<file path="src/rtl/axis_cnt_gen.sv">
// AXI-Stream counting packet generator: emits fixed-length packets of an
// incrementing or constant payload with an optional idle gap between packets.
module axis_cnt_gen #(
   parameter int unsigned DATA_W    = 16,
   parameter int unsigned CNT_W     = 32,
   parameter int unsigned PKT_LEN   = 8,
   parameter int unsigned GAP       = 0,
   parameter int unsigned MODE      = 0,
   parameter logic [63:0] START     = 64'd0,
   parameter logic [63:0] CONST_VAL = 64'd5555
) (
   input  logic              clk,
   input  logic              rst_n,
   input  logic              en,
   output logic [DATA_W-1:0] m_tdata,
   output logic              m_tvalid,
   input  logic              m_tready,
   output logic              m_tlast,
   output logic [CNT_W-1:0]  beat_cnt,
   output logic [CNT_W-1:0]  pkt_cnt,
   output logic              pkt_done,
   output logic [1:0]        o_dbg_state
);

   // Stream handshake: a beat transfers on every rising edge where m_tvalid
   // and m_tready are both 1; while m_tvalid is 1 and the beat is not taken,
   // m_tdata/m_tlast are held and m_tvalid stays asserted.

   localparam int unsigned IDX_W = (PKT_LEN > 1) ? $clog2(PKT_LEN) : 1;
   localparam int unsigned GAP_W = (GAP > 1) ? $clog2(GAP) : 1;
   localparam logic [IDX_W-1:0]  LAST_IDX  = IDX_W'(PKT_LEN - 1);
   localparam logic [GAP_W-1:0]  GAP_LOAD  = (GAP > 0) ? GAP_W'(GAP - 1) : '0;
   localparam logic [DATA_W-1:0] INIT_DATA = (MODE == 1) ? CONST_VAL[DATA_W-1:0]
                                                         : START[DATA_W-1:0];

   typedef enum logic [1:0] {
      S_IDLE = 2'd0,
      S_SEND = 2'd1,
      S_HOLD = 2'd2
   } state_t;

   state_t             r_state;
   state_t             w_next_state;
   logic [IDX_W-1:0]   r_idx;
   logic [GAP_W-1:0]   r_gap_cnt;
   logic [DATA_W-1:0]  r_data;
   logic [CNT_W-1:0]   r_beat_cnt;
   logic [CNT_W-1:0]   r_pkt_cnt;
   logic               r_pkt_done;
   logic               w_accept;
   logic               w_last;
   logic               w_pkt_end;

   assign w_last    = (r_idx == LAST_IDX);
   assign w_accept  = m_tvalid & m_tready;
   assign w_pkt_end = w_accept & w_last;

   always_ff @(posedge clk) begin
      if (!rst_n) begin
         r_state <= S_IDLE;
      end else begin
         r_state <= w_next_state;
      end
   end

   // en is only consulted where a packet could start: in IDLE, on the tlast
   // accept when there is no gap, and on the final HOLD cycle.
   always_comb begin
      w_next_state = r_state;
      case (r_state)
         S_IDLE: begin
            if (en) w_next_state = S_SEND;
         end
         S_SEND: begin
            if (w_pkt_end) begin
               if (GAP > 0)  w_next_state = S_HOLD;
               else if (!en) w_next_state = S_IDLE;
            end
         end
         S_HOLD: begin
            if (r_gap_cnt == '0) w_next_state = en ? S_SEND : S_IDLE;
         end
         default: w_next_state = S_IDLE;
      endcase
   end

   always_ff @(posedge clk) begin
      if (!rst_n) begin
         r_idx      <= '0;
         r_gap_cnt  <= '0;
         r_data     <= INIT_DATA;
         r_beat_cnt <= '0;
         r_pkt_cnt  <= '0;
         r_pkt_done <= 1'b0;
      end else begin
         r_pkt_done <= w_pkt_end;
         if (w_accept) begin
            r_beat_cnt <= r_beat_cnt + CNT_W'(1);
            r_idx      <= w_last ? '0 : r_idx + IDX_W'(1);
            if (MODE == 0) r_data <= r_data + DATA_W'(1);
         end
         if (w_pkt_end) begin
            r_pkt_cnt <= r_pkt_cnt + CNT_W'(1);
         end
         // Loaded with GAP-1 so that HOLD lasts exactly GAP cycles.
         if (w_pkt_end) begin
            r_gap_cnt <= GAP_LOAD;
         end else if (r_state == S_HOLD && r_gap_cnt != '0) begin
            r_gap_cnt <= r_gap_cnt - GAP_W'(1);
         end
      end
   end

   assign m_tvalid    = (r_state == S_SEND);
   assign m_tlast     = m_tvalid & w_last;
   assign m_tdata     = r_data;
   assign beat_cnt    = r_beat_cnt;
   assign pkt_cnt     = r_pkt_cnt;
   assign pkt_done    = r_pkt_done;
   assign o_dbg_state = r_state;

endmodule

</file>
<file path="config.mk">
export PLATFORM = sky130hd
export DESIGN_NAME = axis_cnt_gen
export DESIGN_NICKNAME = d
export VERILOG_FILES = /design/src/rtl/axis_cnt_gen.sv
export SDC_FILE = /design/constraint.sdc
export NUM_CORES = 1
export LEC_CHECK = 0
export BUFFER_PORTS_ARGS = -buffer_cell sky130_fd_sc_hd__buf_4
export CORE_AREA = 2 2 89 100
export DETAILED_ROUTE_END_ITERATION = 8
export DIE_AREA = 0 0 91 102
export PLACE_DENSITY = 0.76
export SLEW_MARGIN = 5
export SYNTH_ARGS = -nofsm -noshare
export SYNTH_HDL_FRONTEND = slang
export SYNTH_SLANG_ARGS = --single-unit
</file>
<file path="constraint.sdc">
create_clock -name clk -period 5.6 [get_ports clk]
set_clock_uncertainty 0.1 [all_clocks]
set_input_delay 0 -clock clk [delete_from_list [all_inputs] [get_ports clk]]
set_output_delay 0 -clock clk [all_outputs]
set_load 0.1 [all_outputs]
</file>
# After elaboration in Yosys (flattened, before gate mapping)
# Index checks and enable logic that the tools add are counted.
# Widths: inputs -> output; s select.
# word_totals
out_inout_bits,85
regBits,87
elab_cells,34
# classes
eq_ne,7
bitwise_logic,4
reduce_logical,4
muxes,7
add_sub_neg,5
# op_table
cell,n
$add 32x1->32 const B,2
$add 16x1->16 const B,1
$mux 2,4
$ne 2x2->1 const B,3
$pmux 2 s3,1
$reduce_and 4->1,1
$add 3x1->3 const B,1
$and 1x1->1,3
$eq 3x3->1 const B,1
$mux 3,1
$eq 2x1->1 const B,1
$eq 2x2->1 const B,1
$logic_not 2->1,1
$ne 2x1->1 const B,1
$reduce_or 2->1,1
$logic_and 1x1->1,1
$mux 1,1
$not 1->1,1
$sub 1x1->1 const B,1

# Longest topological paths before layout
# Gate-level depths: netlist of run 1.
# depth
depth_word,5
depth_mapped,8
ltp_nobuf,6

# Least setup slack after synthesis of run 1
# No wires, ideal clock.
# synth_timing
kind,reg2reg
startpoint,"register r_state[0], in the netlist o_dbg_state[0]"
endpoint,"register r_pkt_cnt[20], in the netlist pkt_cnt[20]"
setup_slack_ps,2756
path_buffers,2
t_required_ps,5430
arrival_ps,2673
stages_incl_launch_ff,7
period_less_slack_ps,2844
cell_sequence,dfxtp_1 > buf_2 > nand4_4 > or4_4 > buf_6 > or4_1 > a21oi_1
# synth_via
elab_chain_cells,3
# synth_rtl
item,line,rtl
from (decl),42,state_t r_state;
from (signal assigned),62,r_state <= w_next_state;
$eq 2x1->1,114,assign m_tvalid = (r_state == S_SEND);
$and 1x1->1,55,assign w_accept = m_tvalid & m_tready;
$and 1x1->1,56,assign w_pkt_end = w_accept & w_last;
to (signal assigned),103,r_pkt_cnt <= r_pkt_cnt + CNT_W'(1);
to (decl),48,logic [CNT_W-1:0] r_pkt_cnt;
# No other way between the ends.
# A chain may end at the register's enable or synchronous reset.

# Worst setup path after layout of run 1
# layout_timing
startpoint,register r_idx[0]
endpoint,"register r_pkt_cnt[26], in the netlist pkt_cnt[26]"
# layout_via
elab_chain_cells,2
# layout_rtl
item,line,rtl
from (decl),44,logic [IDX_W-1:0] r_idx;
from (signal assigned),99,r_idx <= w_last ? '0 : r_idx + IDX_W'(1);
$eq 3x3->1,54,assign w_last = (r_idx == LAST_IDX);
$and 1x1->1,56,
# No other way between the ends.

==> flow_metrics.env, run 1 <==
export IMPL_setup_slack_ps=3098
export IMPL_reg2reg_to="pkt_cnt[26]"
export IMPL_area_growth_pct=22.61
export IMPL_io_buffer_count=87
export IMPL_finalNetCount=549
export IMPL_p_total_mw=1.097
export IMPL_finalSetupTns_ps=0
export IMPL_worstHoldPathType="input port to flop"
export IMPL_boundaryPins=89
export IMPL_via_count=3683
export IMPL_max_clock_path_buffers=2
export IMPL_gp_congestion=0.8186
export IMPL_worstMarginPinSlew_ps=781.2
export IMPL_synth_cells=468
export IMPL_wl_met3_um=442
export IMPL_wire_per_inst_um=13.45
export IMPL_cts_hold_buf=2
export IMPL_rsz0062_at_grt="no"
export IMPL_worstReg2RegStart="r_idx[0]"
export IMPL_ys_flop_type="dfxtp_1"
export IMPL_wl_met1_um=3996
export IMPL_numCtsBuffers=9
export IMPL_synth_edf_count=0
export IMPL_wl_met2_um=4280
export IMPL_antennaDiodeCount=0
export IMPL_drt_iter0_drc=133
export IMPL_async_flop_share=0
export IMPL_p_leak_nw=1.741
export IMPL_rrSetupSlack_ps=3100
export IMPL_hpwl_um=6119
export IMPL_vdd_drop_max_uv=123.9
export IMPL_critical_path_arrival_ps=2690
export IMPL_start_util=0.4805
export IMPL_top_layer="met4"
export IMPL_synth_area_um2=3956
export IMPL_rr_worst_depth=6
export IMPL_grt_pass1_vias=3323
export IMPL_post_cts_resized=0
export IMPL_fin_crit_sh=0.4468
export IMPL_syn_nets=477
export IMPL_ant_nets=0
export IMPL_synthTopCellsByArea="dfxtp_1 (43%), a21oi_1 (5.8%), nand2_1 (4.0%)"
export IMPL_critPathKind="flop to flop"
export IMPL_drv_slew=0
export IMPL_preCtsSetupSlack_ps=3101
export IMPL_drc=0
export IMPL_drive_gt1_frac=0.1982
export IMPL_min_period_ps=2502
export IMPL_viasPerCell=5.614
export IMPL_power_density_nw_per_um2=226.2
export IMPL_cp_data_required_time_ps=5780
export IMPL_track_usage=0.1901
export IMPL_wl_um=8825
export IMPL_worstPathMaxFanout=21
export IMPL_antenna_found_initial=0
export IMPL_cts_tree="built"
export IMPL_ys_seq_area_frac=0.4301
export IMPL_row_count=35
export IMPL_grt_overflow_total=0
export IMPL_synth_top_cell_area_share=0.4301
export IMPL_synth_most_common_cell="dfxtp_1"
export IMPL_startpoint="r_idx[0]"
export IMPL_fmax_mhz=399.6
export IMPL_hold_viol=0
export IMPL_core_area_um2=8233
export IMPL_clkSlewWorstSetupHoldPaths_ps=90
export IMPL_drtPass1Iterations=4
export IMPL_die_w_um=91
export IMPL_cap_violations=0
export IMPL_setup_violations=0
export IMPL_endpoint_kind="flop"
export IMPL_crit_end="pkt_cnt[26]"
export IMPL_start_kind="flop"
export IMPL_relSlewSlack=0.4776
export IMPL_htree_levels=3
export IMPL_cts_root_buf="clkbuf_8"
export IMPL_die_height_um=102
export IMPL_synth_cell_type_count=34
export IMPL_synth_area_leader_cell="dfxtp_1"
export IMPL_synth_common_cells="dfxtp_1 (85), a21oi_1 (46), nand2_1 (42), nor2_1 (30), nand3_1 (26)"
export IMPL_syn_area_per_cell_um2=8.454
export IMPL_synth_warning_count=0
export IMPL_status="complete, no violations"
export IMPL_synth_seq_cells=85
export IMPL_grt_max_degree=39
export IMPL_worst_skew_pair_late_latency_ps=350
export IMPL_die_area_um2=9282
export IMPL_whs_ps=22.67
export IMPL_grt_pass1_wl_um=14910
export IMPL_cts_sinks=85
export IMPL_cts_setup_buffers=0
-- worst min-delay path by stage --
| stage | end | slack [ps] | cells past startpoint | from |
|---|---|---|---|---|
| 3_5_place_dp | o_dbg_state[0] | 140 | 3 | en |
| 5_1_grt | beat_cnt[3] | 60 | 4 | m_tready |
| 3_3_place_gp | o_dbg_state[0] | 110 | 3 | en |
| 4_1_cts | beat_cnt[3] | 5 | 4 | m_tready |
| 2_1_floorplan | o_dbg_state[0] | 20 | 2 | en |
| 6_report | beat_cnt[3] | 20 | 4 | m_tready |
-- through the flow --
stage	util	area [um2]	cells
floorplan	-	3956	468
global placement	0.5623	4629	638
detailed placement	0.5623	4629	638
CTS	0.5892	4851	656
global route	0.5892	4851	656
finish	0.5892	4851	656
-- kinds of logic (layout without fill, tap and decap cells) --
group,Yosys count,in the layout,share of synthesized area
adders and majority gates,5,5,0.01581
buffers and inverters,41,118,0.04333
AOI/OAI and AO/OA,88,88,0.1265
DFF,85,85,0.4301
xor gates and xnor gates,27,27,0.05977
muxes,9,9,0.02277
other,1,1,0.0009479
and+or+nand+nor,212,212,0.3008
-- flip-flops by register name, indices dropped and copies added (netlist names) --
name	count
r_idx	3
pkt_cnt	32
m_tdata	16
pkt_done	1
beat_cnt	32
o_dbg_state	1
-- where the power goes --
group | total [mW] | switching, mW | internal (mW)
sequential | 0.611 | 0.00420 | 0.606
combinational | 0.0489 | 0.0388 | 0.0101
clock | 0.438 | 0.218 | 0.219
-- layout make-up --
cell class                 count  area (um2)
sequential                    85        1702
clock inverter                 5       60.06
clock buffer                  11       141.4
inverter                      12       45.04
tap                          111       138.9
multi-input combinational    342        2083
timing repair buffer          90       680.7
fill                         773        3382
-- layout by cell type, fill, tap and decap left out, types with 2 or more instances in the layout --
master,instances
buf_4,88
dfxtp_1,85
a21oi_1,46
nand2_1,42
nor2_1,30
nand3_1,26
nand4_1,21
or4_1,20
o21ai_0,19
or3_1,19
o31ai_1,19
xor2_1,14
xnor2_1,13
and4_1,12
inv_1,11
nand2b_1,10
clkbuf_8,10
nor3_1,9
mux2i_1,9
nor4_1,8
and2_1,6
ha_1,5
and3_1,3
or4_4,2
o31a_1,2
o21a_1,2
clkinv_4,2
dlygate4sd3_1,2
-- routing by layer --
metal  up-vias  global-route usage
met5         -                   0
met4         0             0.06177
met3        11             0.03835
met2        94              0.3248
met1      1726              0.2438
li1       1852                   -
-- worst max-delay path, cell delays in order, from the launching register on --
cell	delay, ps
dfxtp_1	360
ha_1	170
ha_1	290
nand4_4	180
or4_4	650
or4_1	540
a21oi_1	140
(Power assumes the default switching activity.)
==> run 2, diff against run 1 <==
==> constraint.sdc (replaced) <==
create_clock -name clk -period 2.5 [get_ports clk]
set_clock_uncertainty 0.1 [all_clocks]
set_input_delay 0 -clock clk [delete_from_list [all_inputs] [get_ports clk]]
set_output_delay 0 -clock clk [all_outputs]
set_load 0.1 [all_outputs]
==> run 2 against run 1 <==
Net effect: fmax up 5.9%; register-to-register slack worse by 3000 ps; clock power rose to 2.6 times the previous value; largest cell class unchanged; highest routed layer unchanged.
==> flow_metrics.env, run 2 (synthesized netlist as in run 1, its figures left out) <==
export IMPL_critical_path_arrival_ps=2540
export IMPL_die_area_um2=9282
export IMPL_start_util=0.4805
export IMPL_grt_max_degree=54
export IMPL_wire_per_inst_um=13.45
export IMPL_preCtsSetupSlack_ps=129.8
export IMPL_seqPwrFrac=0.526
export IMPL_p_sw_mw=0.5953
export IMPL_worstPathMaxFanout=21
export IMPL_status="complete, no violations"
export IMPL_setup_slack_ps=137.3
export IMPL_max_clock_path_buffers=2
export IMPL_die_w_um=91
export IMPL_min_period_ps=2363
export IMPL_htree_levels=3
export IMPL_grt_overflow_total=0
export IMPL_wl_um=8902
export IMPL_io_buffer_count=87
export IMPL_numCtsBuffers=9
export IMPL_seq_area_um2=1728
export IMPL_multiInputGateArea_um2=2086
export IMPL_final_common_cell="buf_4"
export IMPL_setup_violations=0
export IMPL_combPwrFrac=0.043
export IMPL_fin_crit_sh=0.9451
export IMPL_ant_nets=0
export IMPL_grt_pass1_wl_um=15060
export IMPL_layout_common_cells="buf_4 (93), dfxtp_1 (64), a21oi_1 (46), nand2_1 (42), nor2_1 (30)"
export IMPL_hpwl_um=6236
export IMPL_antennaDiodeCount=0
export IMPL_die_height_um=102
export IMPL_track_usage=0.1952
export IMPL_cpMaxStageDelayCell="or4_4"
export IMPL_finalSetupTns_ps=0
export IMPL_row_count=35
export IMPL_core_area_um2=8233
export IMPL_boundaryPins=89
export IMPL_area_growth_pct=25.62
export IMPL_endpoint_kind="flop"
export IMPL_cts_setup_buffers=0
export IMPL_drc=0
export IMPL_worst_skew_pair_late_latency_ps=360
export IMPL_cp_data_required_time_ps=2680
export IMPL_p_int_mw=2.003
export IMPL_gp_congestion=0.7766
export IMPL_cts_root_buf="clkbuf_8"
export IMPL_hold_viol=0
export IMPL_crit_chain="ha_1, ha_2, nand4_4, or4_4, or4_1, a21oi_1"
export IMPL_min_path_cells=4
export IMPL_viasPerCell=5.588
export IMPL_cap_violations=0
export IMPL_p_leak_nw=1.802
export IMPL_fmax_mhz=423.2
export IMPL_vdd_drop_max_uv=282.9
export IMPL_finalNetCount=555
export IMPL_critPathKind="flop to flop"
export IMPL_swShare=0.2291
export IMPL_clkPwrFrac=0.431
export IMPL_drive_gt1_frac=0.2486
export IMPL_start_kind="flop"
export IMPL_worstHoldPathType="input port to flop"
export IMPL_via_count=3699
export IMPL_rr_worst_depth=6
export IMPL_fill_cells=754
export IMPL_grt_pass1_vias=3288
export IMPL_cpPeakStageDelay_ps=640
export IMPL_drtPass1Iterations=4
export IMPL_clkSlewWorstSetupHoldPaths_ps=80
export IMPL_power_density_nw_per_um2=522.8
export IMPL_cts_tree="built"
export IMPL_antenna_found_initial=0
export IMPL_cts_sinks=85
export IMPL_drv_slew=0
export IMPL_rsz0062_at_grt="no"
export IMPL_drt_iter0_drc=123
==> run 2: power groups by stage <==
stage | sequential (mW) | clock [mW] | combinational, mW
after floorplan | 1.43 | 0 | 0.0581
after global placement | 1.40 | 0 | 0.109
after detailed placement | 1.40 | 0 | 0.110
after CTS | 1.37 | 1.14 | 0.112
after global routing | 1.37 | 1.20 | 0.118
final | 1.37 | 1.12 | 0.111
==> run 2: area by class of cell <==
cell class | count | area share
clock inverter | 5 | 0.01662
clock buffer | 11 | 0.03046
multi-input combinational | 342 | 0.4197
inverter | 12 | 0.009063
timing repair buffer | 96 | 0.1485
sequential | 85 | 0.3477
tap | 111 | 0.02795
==> run 2: final timing paths <==
kind                               start          end  slack, ps
worst min register to register  r_idx[2]     r_idx[2]        370
worst max-delay path            r_idx[0]  pkt_cnt[26]        140
worst max register to register  r_idx[0]  pkt_cnt[26]        140
worst min-delay path            m_tready  beat_cnt[3]          8
==> run 2: per-stage QoR <==
stage	util	instance area (um2)	hold WS [ps]	power, mW	instances
finish	0.6036	4970	8.148	2.598	662
floorplan	-	3983	17.31	1.486	468
CTS	0.6033	4967	0.4603	2.622	662
global placement	0.5725	4713	105.5	1.508	644
global route	0.6036	4970	36.64	2.683	662
detailed placement	0.5725	4713	110.7	1.510	644
==> run 2: critical path, delay by kind of cell (launching register included) <==
family,cells,cell delay (ps)
AO/OA/AOI/OAI,1,150
AND/OR/NAND/NOR,3,1310
flip-flops,1,360
adder cells (fa/ha/maj),2,370
==> run 2: what timing repair did <==
item / CTS / global route
resized for setup: 0 / 1
setup endpoints to repair: 0 / 1
hold buffers: 2 / 0
hold endpoints to repair: 12 / 0
==> run 2: metal layers <==
metal / GRT usage / vias up / part of all wire
met1: 0.2379 / 1763 / 0.43
met5: 0 / - / 0
met3: 0.04056 / 10 / 0.050
met2: 0.3407 / 73 / 0.51
met4: 0.07809 / 0 / 0.013
li1: - / 1853 / -
==> run 3, diff against run 2 <==
--- a/config.mk
+++ b/config.mk
@@ -6,10 +6,12 @@
 export NUM_CORES = 1
 export LEC_CHECK = 0
 export BUFFER_PORTS_ARGS = -buffer_cell sky130_fd_sc_hd__buf_4
-export CORE_AREA = 2 2 89 100
+export CELL_PAD_IN_SITES_DETAIL_PLACEMENT = 1
+export CELL_PAD_IN_SITES_GLOBAL_PLACEMENT = 2
+export CORE_AREA = 2 2 111 124
 export DETAILED_ROUTE_END_ITERATION = 8
-export DIE_AREA = 0 0 91 102
-export PLACE_DENSITY = 0.76
+export DIE_AREA = 0 0 113 126
+export PLACE_DENSITY = 0.81
 export SLEW_MARGIN = 5
 export SYNTH_ARGS = -nofsm -noshare
 export SYNTH_HDL_FRONTEND = slang
==> run 3 against run 2 <==
Net effect: the flow now finishes with violations (design-rule violations); via count grew 0.76%; critical path depth is the same; total power grew 5.4%; non-clock buffer count increased by 2; worst hold slack gained 34 ps; clock power increased by 12%; utilization is 21 points lower; cell count is 7.9% higher; clock-buffer cell count up 4; first-iteration DRC count up 11%; largest power group unchanged; flip-flop and latch count unchanged.
==> flow_metrics.env, run 3 (synthesized netlist as in run 1, its figures left out) <==
export IMPL_status="finished, violations left"
export IMPL_violations="design-rule violations"
export IMPL_fill_cells=1542
export IMPL_cap_violations=0
export IMPL_worstHoldPathType="input port to flop"
export IMPL_die_height_um=126
export IMPL_cp_data_required_time_ps=2670
export IMPL_die_w_um=113
export IMPL_gp_congestion=0.7465
export IMPL_cts_tree="built"
export IMPL_worst_skew_pair_late_latency_ps=340
export IMPL_cts_root_buf="clkbuf_16"
export IMPL_numCtsBuffers=9
export IMPL_rr_worst_depth=6
export IMPL_wl_um=10550
export IMPL_die_area_um2=14240
export IMPL_drtPass1Iterations=6
export IMPL_track_usage=0.1502
export IMPL_area_growth_pct=28.21
export IMPL_antenna_found_initial=0
export IMPL_cts_sinks=85
export IMPL_grt_max_degree=35
export IMPL_design_area_um2=5072
export IMPL_hpwl_um=7424
export IMPL_critical_path_arrival_ps=2500
export IMPL_grt_pass1_vias=3708
export IMPL_setup_violations=0
export IMPL_layout_common_cells="buf_4 (96), dfxtp_1 (63), a21oi_1 (46), nand2_1 (42), nor2_1 (30)"
export IMPL_wire_per_inst_um=14.77
export IMPL_cts_setup_buffers=0
export IMPL_reg2reg_to="pkt_cnt[28]"
export IMPL_power_density_nw_per_um2=539.8
export IMPL_critPathKind="flop to flop"
export IMPL_antennaDiodeCount=0
export IMPL_multiInputGateArea_um2=2083
export IMPL_worstReg2RegStart="r_idx[0]"
export IMPL_preCtsSetupSlack_ps=125.4
export IMPL_fmax_mhz=428.2
export IMPL_grt_pass1_wl_um=17710
export IMPL_drive_gt1_frac=0.2441
export IMPL_vdd_drop_max_uv=219.3
export IMPL_finalSetupTns_ps=0
export IMPL_min_period_ps=2335
export IMPL_max_clock_path_buffers=2
export IMPL_htree_levels=3
export IMPL_hold_viol=0
export IMPL_io_buffer_count=87
export IMPL_final_common_cell="buf_4"
export IMPL_viasPerCell=5.220
export IMPL_startpoint="r_idx[0]"
export IMPL_setup_slack_ps=164.6
export IMPL_grt_overflow_total=0
export IMPL_p_leak_nw=1.825
export IMPL_endpoint_kind="flop"
export IMPL_finalNetCount=557
export IMPL_start_kind="flop"
export IMPL_rsz0062_at_grt="no"
export IMPL_drc=6
export IMPL_worstPathMaxFanout=21
export IMPL_drt_iter0_drc=136
export IMPL_drv_slew=0
export IMPL_fin_crit_sh=0.9342
export IMPL_row_count=44
export IMPL_crit_end="pkt_cnt[28]"
export IMPL_via_count=3727
export IMPL_clkSlewWorstSetupHoldPaths_ps=60
export IMPL_rrSetupSlack_ps=160
export IMPL_place_area_um2=4778
export IMPL_core_area_um2=12990
export IMPL_ant_nets=0
export IMPL_seq_area_um2=1729
export IMPL_boundaryPins=89
export IMPL_start_util=0.3045
[run 3: changes by cell type in the layout (fill, tap and decap cells not counted), moves of 2 or more]
cell / before / now
clkbuf_8: 11 / 2
clkbuf_16: 0 / 9
clkinv_4: 2 / 0
buf_4: 93 / 96
bufinv_16: 2 / 0
clkbuf_1: 0 / 4
[run 3: worst min-delay path by stage]
stage,from,endpoint,depth (start not counted)
final,m_tready,beat_cnt[3],4
after detailed placement,en,o_dbg_state[0],3
after floorplan,en,o_dbg_state[0],2
after global placement,en,o_dbg_state[0],3
after CTS,m_tready,beat_cnt[3],4
after global routing,m_tready,beat_cnt[3],4
[run 3: timing repair]
action / in CTS / in global routing
hold buffers: 2 / 0
setup endpoints to repair: 0 / 1
resized for setup: 0 / 1
endpoints found under the hold margin: 12 / 0
[run 3: metrics by stage]
| stage | hold slack, ps | power, mW | utilization | cells |
|---|---|---|---|---|
| after floorplan | 17.31 | 1.486 | - | 468 |
| after global placement | 106.4 | 1.512 | 0.3678 | 696 |
| after detailed placement | 127.6 | 1.514 | 0.3678 | 696 |
| after CTS | 31.43 | 2.789 | 0.3903 | 714 |
| after global routing | 84.11 | 2.850 | 0.3904 | 714 |
| final | 42.60 | 2.738 | 0.3904 | 714 |
[run 3: routing by layer]
| metal | part of all wire | vias up | GRT usage |
|---|---|---|---|
| li1 | - | 1857 | - |
| met1 | 0.45 | 1801 | 0.1793 |
| met2 | 0.49 | 56 | 0.2575 |
| met3 | 0.047 | 13 | 0.03754 |
| met4 | 0.017 | 0 | 0.06026 |
| met5 | 0 | - | 0 |
[run 3: worst max-delay path, stage by stage, from the launching register on]
cell and delay [ps]:
dfxtp_2 340, ha_1 140, ha_1 200, nand4_4 160
or4_4 640, or4_1 540, a21oi_1 150
[run 3: area by class of cell]
type / count / area share
Sequential cell: 85 / 0.3409
Timing Repair Buffer: 98 / 0.1460
Tap cell: 161 / 0.03971
Clock inverter: 1 / 0.0009867
Multi-Input combinational cell: 342 / 0.4107
Clock buffer: 15 / 0.05279
Inverter: 12 / 0.008880
[run 3: report_power, final]
| group | total [mW] | internal, mW | switching [mW] |
|---|---|---|---|
| sequential | 1.37 | 1.36 | 0.00797 |
| clock | 1.25 | 0.728 | 0.525 |
| combinational | 0.116 | 0.0250 | 0.0912 |
| total | 2.74 | 2.11 | 0.624 |
